### config.mk
export PLATFORM = sky130hd
export DESIGN_NAME = threshold_setup_controller
export DESIGN_NICKNAME = d
export VERILOG_FILES = /design/src/rtl/threshold_setup_controller.sv
export SDC_FILE = /design/constraint.sdc
export NUM_CORES = 1
export LEC_CHECK = 0
export BUFFER_PORTS_ARGS = -buffer_cell sky130_fd_sc_hd__buf_4
export CORE_ASPECT_RATIO = 1.5
export CORE_MARGIN = 2
export CORE_UTILIZATION = 60
export CTS_CLUSTER_DIAMETER = 100
export DETAILED_ROUTE_END_ITERATION = 12
export PLACE_DENSITY = 0.82
export SLEW_MARGIN = 20
export SYNTH_ARGS = -nofsm -noshare
export SYNTH_HDL_FRONTEND = slang
export SYNTH_SLANG_ARGS = --single-unit
### constraint.sdc
create_clock -name clk_100MHz -period 4.88 [get_ports clk_100MHz]
set_input_delay 0.244 -clock clk_100MHz [delete_from_list [all_inputs] [get_ports clk_100MHz]]
set_output_delay 0.244 -clock clk_100MHz [all_outputs]
set_load 0.05 [all_outputs]
### src/rtl/threshold_setup_controller.sv
// Threshold programming front end: synchronises and debounces the save buttons, waits for the switch bank
// to settle, validates the request and emits one pre-validated save strobe or a timed reject.
module threshold_setup_controller #(
  parameter int DEBOUNCE_CYCLES = 1_000_000,
  parameter int SETTLE_CYCLES   = 2_000_000,
  parameter int ERR_CYCLES      = 50_000_000
) (
  input  logic       clk_100MHz,
  input  logic       reset,
  input  logic       btn_high_raw,
  input  logic       btn_low_raw,
  input  logic [7:0] setup_raw,
  input  logic [7:0] high_threshold,
  input  logic [7:0] low_threshold,
  output logic       save_high,
  output logic       save_low,
  output logic [7:0] setup_out,
  output logic       busy,
  output logic       reject,
  output logic [1:0] error_code,
  output logic       error_led,
  output logic [2:0] dbg_state_o
);

  localparam int DB_W = $clog2(DEBOUNCE_CYCLES + 1);
  localparam int ST_W = $clog2(SETTLE_CYCLES + 1);
  localparam int ER_W = $clog2(ERR_CYCLES + 1);
  localparam logic [DB_W-1:0] DB_LAST = DB_W'(DEBOUNCE_CYCLES - 1);
  localparam logic [ST_W-1:0] ST_MAX  = ST_W'(SETTLE_CYCLES);
  localparam logic [ER_W-1:0] ER_MAX  = ER_W'(ERR_CYCLES);

  typedef enum logic [2:0] {
    S_IDLE     = 3'd0,
    S_CHECK    = 3'd1,
    S_COMMIT   = 3'd2,
    S_ERROR    = 3'd3,
    S_WAIT_REL = 3'd4
  } state_t;

  // Button vectors: bit 1 = save-high, bit 0 = save-low.
  logic [1:0]      btn_s1_q, btn_s2_q, btn_db_q, btn_db_prev_q;
  logic [DB_W-1:0] db_cnt_q [2];
  logic [7:0]      sw_s1_q, sw_s2_q, sw_prev_q;
  logic [ST_W-1:0] settle_cnt_q;
  logic            stable;
  logic [1:0]      btn_rise;

  state_t          state_q, state_d;
  logic            req_high_q, req_high_d;
  logic [7:0]      setup_q, setup_d;
  logic [1:0]      err_code_q, err_code_d;
  logic [ER_W-1:0] err_tmr_q, err_tmr_d;
  logic [8:0]      dec;
  logic [1:0]      chk_code;

  always_ff @(posedge clk_100MHz or posedge reset) begin
    if (reset) begin
      btn_s1_q  <= '0;
      btn_s2_q  <= '0;
      sw_s1_q   <= '0;
      sw_s2_q   <= '0;
      sw_prev_q <= '0;
    end else begin
      btn_s1_q  <= {btn_high_raw, btn_low_raw};
      btn_s2_q  <= btn_s1_q;
      sw_s1_q   <= setup_raw;
      sw_s2_q   <= sw_s1_q;
      sw_prev_q <= sw_s2_q;
    end
  end

  // The debounced level flips only after DEBOUNCE_CYCLES consecutive disagreeing samples.
  always_ff @(posedge clk_100MHz or posedge reset) begin
    if (reset) begin
      for (int b = 0; b < 2; b++) db_cnt_q[b] <= '0;
      btn_db_q      <= '0;
      btn_db_prev_q <= '0;
    end else begin
      btn_db_prev_q <= btn_db_q;
      for (int b = 0; b < 2; b++) begin
        if (btn_s2_q[b] == btn_db_q[b]) begin
          db_cnt_q[b] <= '0;
        end else if (db_cnt_q[b] == DB_LAST) begin
          db_cnt_q[b] <= '0;
          btn_db_q[b] <= ~btn_db_q[b];
        end else begin
          db_cnt_q[b] <= db_cnt_q[b] + 1'b1;
        end
      end
    end
  end

  always_ff @(posedge clk_100MHz or posedge reset) begin
    if (reset) begin
      settle_cnt_q <= '0;
    end else if (sw_s2_q != sw_prev_q) begin
      settle_cnt_q <= '0;
    end else if (settle_cnt_q != ST_MAX) begin
      settle_cnt_q <= settle_cnt_q + 1'b1;
    end
  end

  assign stable   = (settle_cnt_q == ST_MAX);
  assign btn_rise = btn_db_q & ~btn_db_prev_q;

  // Returns {valid, percent}.
  function automatic logic [8:0] decode(input logic [7:0] code);
    case (code)
      8'h00:   decode = {1'b1, 8'd0};
      8'h01:   decode = {1'b1, 8'd12};
      8'h03:   decode = {1'b1, 8'd25};
      8'h07:   decode = {1'b1, 8'd38};
      8'h0F:   decode = {1'b1, 8'd50};
      8'h1F:   decode = {1'b1, 8'd63};
      8'h3F:   decode = {1'b1, 8'd75};
      8'h7F:   decode = {1'b1, 8'd88};
      8'hFF:   decode = {1'b1, 8'd100};
      default: decode = {1'b0, 8'd0};
    endcase
  endfunction

  always_comb begin
    dec      = decode(setup_q);
    chk_code = 2'd0;
    if ((btn_db_q[1] & btn_db_q[0]) | ~stable) begin
      chk_code = 2'd3;
    end else if (!dec[8]) begin
      chk_code = 2'd1;
    end else if (req_high_q ? (dec[7:0] <= low_threshold) : (dec[7:0] >= high_threshold)) begin
      chk_code = 2'd2;
    end
  end

  always_comb begin
    state_d    = state_q;
    req_high_d = req_high_q;
    setup_d    = setup_q;
    err_code_d = err_code_q;
    err_tmr_d  = (err_tmr_q != '0) ? err_tmr_q - 1'b1 : err_tmr_q;
    case (state_q)
      S_IDLE: begin
        if (|btn_rise) begin
          state_d    = S_CHECK;
          req_high_d = btn_rise[1];
          setup_d    = sw_s2_q;
        end
      end
      S_CHECK: begin
        err_code_d = chk_code;
        state_d    = (chk_code == 2'd0) ? S_COMMIT : S_ERROR;
      end
      S_COMMIT: state_d = S_WAIT_REL;
      S_ERROR: begin
        err_tmr_d = ER_MAX;
        state_d   = S_WAIT_REL;
      end
      S_WAIT_REL: begin
        if (btn_db_q == 2'b00) state_d = S_IDLE;
      end
      default: state_d = S_IDLE;
    endcase
  end

  always_ff @(posedge clk_100MHz or posedge reset) begin
    if (reset) begin
      state_q    <= S_IDLE;
      req_high_q <= 1'b0;
      setup_q    <= '0;
      err_code_q <= '0;
      err_tmr_q  <= '0;
    end else begin
      state_q    <= state_d;
      req_high_q <= req_high_d;
      setup_q    <= setup_d;
      err_code_q <= err_code_d;
      err_tmr_q  <= err_tmr_d;
    end
  end

  // Strobes decode straight from state so an asynchronous reset kills them in the same cycle.
  assign save_high   = (state_q == S_COMMIT) &  req_high_q;
  assign save_low    = (state_q == S_COMMIT) & ~req_high_q;
  assign reject      = (state_q == S_ERROR);
  assign busy        = (state_q != S_IDLE);
  assign setup_out   = setup_q;
  assign error_code  = err_code_q;
  assign error_led   = (err_tmr_q != '0);
  assign dbg_state_o = state_q;

endmodule

==> impl_metrics.ini <==
[status]
outcome = complete, but fails checks
failed_checks = negative hold slack

[placement]
globalplace.congestion = 0.898
postPlaceCellArea_mm2 = 0.00686
io_buffers = 45
placement.setup.worst_slack_ps = 1990
numPlacedInstances = 808
dp_hpwl_um = 8610

[sta]
post_route_minimum_period_ps = 2970
totalNegativeSetupSlack_ps = 0
slew_viol_final = 0
finClkSkew_ps = 8.17
worst-slew-pin-transition_ps = 899
timing.final.ws_setup_ps = 1910
unrepaired_setup_endpoints_after_global_routing = no
timing_hold_violations_final = 10
final_min_period_over_clock_period = 0.608
setup_viol = 0
worst_slew_margin_rel = 0.396
final.hold.worst_slack_ps = -37.2
max_freq_mhz = 337

[synthesis]
postSynthCellCount = 634
share_of_the_yosys_chip_area_belonging_to_registers = 0.520
synth_enable_flop_cells = 0
synth_flop_cell = sky130_fd_sc_hd__dfrtp_1
synth_warnings = 0
async_flop_share = 1.00
synth.lib_cells_used.distinct = 54
ys_seq_elements = 133
postSynthNetCount = 679
synth.avg_cell_area_um2 = 10.1
synth.cell_area_mm2 = 0.00640

[routing]
vias = 5017
routed_wire_length_per_instance_um = 16.1
total_wirelength_um = 13700
post_route_drc = 0
drtIter0Drc = 352
detail-route-antenna-nets = 0
detailedRoute.firstPassIterationCount = 6
avgViaCountPerCell = 5.90

[cells_and_area]
diodes = 0
area_growth_pct = 18.8
multi_input_comb_area_mm2 = 0.00290
stdcell_count = 850
nets = 738
final.fill_count = 715
most_common_cell_after_layout_fill_and_taps_aside = sky130_fd_sc_hd__dfrtp_1
register_area_mm2 = 0.00333
mostFrequentLayoutCells = 133 x sky130_fd_sc_hd__dfrtp_1, 85 x sky130_fd_sc_hd__nor2_1, 47 x sky130_fd_sc_hd__nand2_1
drive_gt1_frac = 0.133
layout_cell_area_excl_fill_mm2 = 0.00760

[grt]
grt_antenna_before_repair = 0
global_route.usage.total = 0.250
grt_start_max_net_pins = 92
grt_pass1_wl_um = 22500
total_congestion_overflow = 0
via_count_of_the_first_global_routing_pass = 4962

[worst_setup_path]
r2r.worst_path.cells = 9
cp.buffers_inverters = 1
critPathSlowestCell = sky130_fd_sc_hd__nor3_1
critical-path-top-delay-family = simple AND/OR/NAND/NOR gates
criticalPathCategory = flop to primary output
timing.reg2reg.setup_slack_ps = 1930
worstSetupPathDepth = 4
critPathArrivalTime_ps = 2720
crit_required_ps = 4640
slowest_delay_ps = 740
cp_max_fo = 18
startpoint_class_of_the_critical_path = flop
worstSetupEndpointType = primary output
crit_chain = nor3_1, and3_1, nand4_2, buf_4

[clock_tree]
cts-buffers-inserted = 17
ctsHtreeMaxLevel = 4
post_cts_resized = 0
clock_sink_count = 133
worst_skew_pair.late_latency_ps = 420
cts_tree = done
clock_transition_time_at_the_flip_flop_clock_pins_of_the_worst_setup_and_hold_paths_ps = 60
max-clock-path-buffers = 2
clock_tree.root_cell = sky130_fd_sc_hd__clkbuf_16

[floorplanning]
fp.dieW_um = 88.3
initial_utilization = 0.611
core_region_area_mm2 = 0.0105
dieHeight_um = 130
die_area_mm2 = 0.0115
rows = 46
num_io_pins = 46

[power]
total_leakage_power_uw = 0.00330
report.power.total_uw = 2570
p_per_area_mw_per_mm2 = 339
max_rail_drop_vdd_uv = 236

[min_path]
hold_path_class = input pin to async pin

[run]
max_cap_viol_count = 0
==> timing repair <==
action                                  CTS  global route
hold buffers                             10             0
hold endpoints to repair                 10             0
setup buffers                             0             0
endpoints found under the setup margin    0             0
==> metal layers <==
layer,vias to the layer above,share of wire,GRT usage
met4,0,0.025,0.115
met5,-,0,0
li1,2328,-,-
met1,2512,0.39,0.288
met2,143,0.54,0.432
met3,34,0.037,0.0628
==> worst register-to-register path, stage by stage (launching register included) <==
cell and delay (ps):
sky130_fd_sc_hd__dfrtp_1 480, sky130_fd_sc_hd__nand3_1 190, sky130_fd_sc_hd__a2111oi_0 680, sky130_fd_sc_hd__ha_1 390
sky130_fd_sc_hd__nand3_1 140, sky130_fd_sc_hd__nor2_1 70, sky130_fd_sc_hd__and3_1 180, sky130_fd_sc_hd__o32ai_1 280
sky130_fd_sc_hd__o22ai_1 150, sky130_fd_sc_hd__o31ai_1 280
==> per-stage QoR <==
step | utilization | hold slack, ps
5_1_grt | 0.725 | 68.1
3_3_place_gp | 0.655 | 332
2_1_floorplan | - | 275
4_1_cts | 0.725 | 152
3_5_place_dp | 0.655 | 335
6_report | 0.725 | -37.2
==> worst paths after layout <==
path | start | end
max in group asynchronous | reset | btn_s2_q[0]
hold / removal | reset | btn_s1_q[1]
min in group clk_100MHz | high_threshold[2] | dbg_state_o[0]
setup / recovery | err_tmr_q[2] | error_led
hold reg to reg | sw_s1_q[5] | sw_s2_q[5]
setup reg to reg | setup_out[0] | error_code[1]
==> where the power goes <==
group	switching, uW	leakage (uW)	total [uW]	internal, uW
clock network	489	0.000305	1370	876
registers	11.6	0.00171	1130	1120
logic	44.5	0.00129	76.8	32.3
==> sequential cells by signal (all words and copies together), names as in the netlist, 2 cells and up <==
register and count:
dbg_state_o 3, btn_s2_q 2, settle_cnt_q 21, db_cnt_q 40, error_code 2, btn_db_prev_q 2, btn_db_q 2, sw_s2_q 8
btn_s1_q 2, setup_out 8, err_tmr_q 26, sw_s1_q 8, sw_prev_q 8
==> kinds of logic (layout without fill, tap and decap cells) <==
family                     after synthesis  after routing  synth area share
and+or+nand+nor                        292            292             0.239
DFF                                    133            133             0.520
adders and majority gates               17             17            0.0332
AOI/OAI and AO/OA                       63             63            0.0593
muxes                                   13             13            0.0221
xor gates and xnor gates                73             73            0.0999
buffers and inverters                   43            115            0.0262
==> cells in the mapped netlist (all sizes together), types with 3 or more instances <==
library cell | instances | area [um^2]
dfrtp | 133 | 3330
nand2 | 47 | 176
a21oi | 21 | 105
o31ai | 4 | 30.0
ha | 17 | 213
nand3b | 3 | 22.5
inv | 27 | 101
a31oi | 3 | 18.8
mux2 | 9 | 101
mux2i | 4 | 40.0
or3 | 15 | 93.8
nor2b | 7 | 43.8
nand2b | 5 | 31.3
and3 | 10 | 62.6
nor4b | 5 | 58.8
xnor2 | 28 | 245
nor3 | 23 | 115
nor4 | 8 | 50.1
nand3 | 36 | 185
nand4b | 4 | 35.0
and4 | 8 | 70.1
and2 | 3 | 18.8
or4 | 4 | 33.8
xor2 | 45 | 394
nand4 | 19 | 125
clkbuf | 13 | 48.8
buf | 3 | 17.5
nor2 | 85 | 319
o21ai | 19 | 95.1
nor4bb | 3 | 30.0
==> area by class of cell <==
class | instances | area share
clock buffers | 19 | 0.0583
clock inverters | 13 | 0.0254
inverters | 27 | 0.0140
multi-input cells | 458 | 0.382
flip-flops and latches | 133 | 0.438
well taps | 144 | 0.0237
repair buffers | 56 | 0.0586
(Power assumes the default switching activity.)
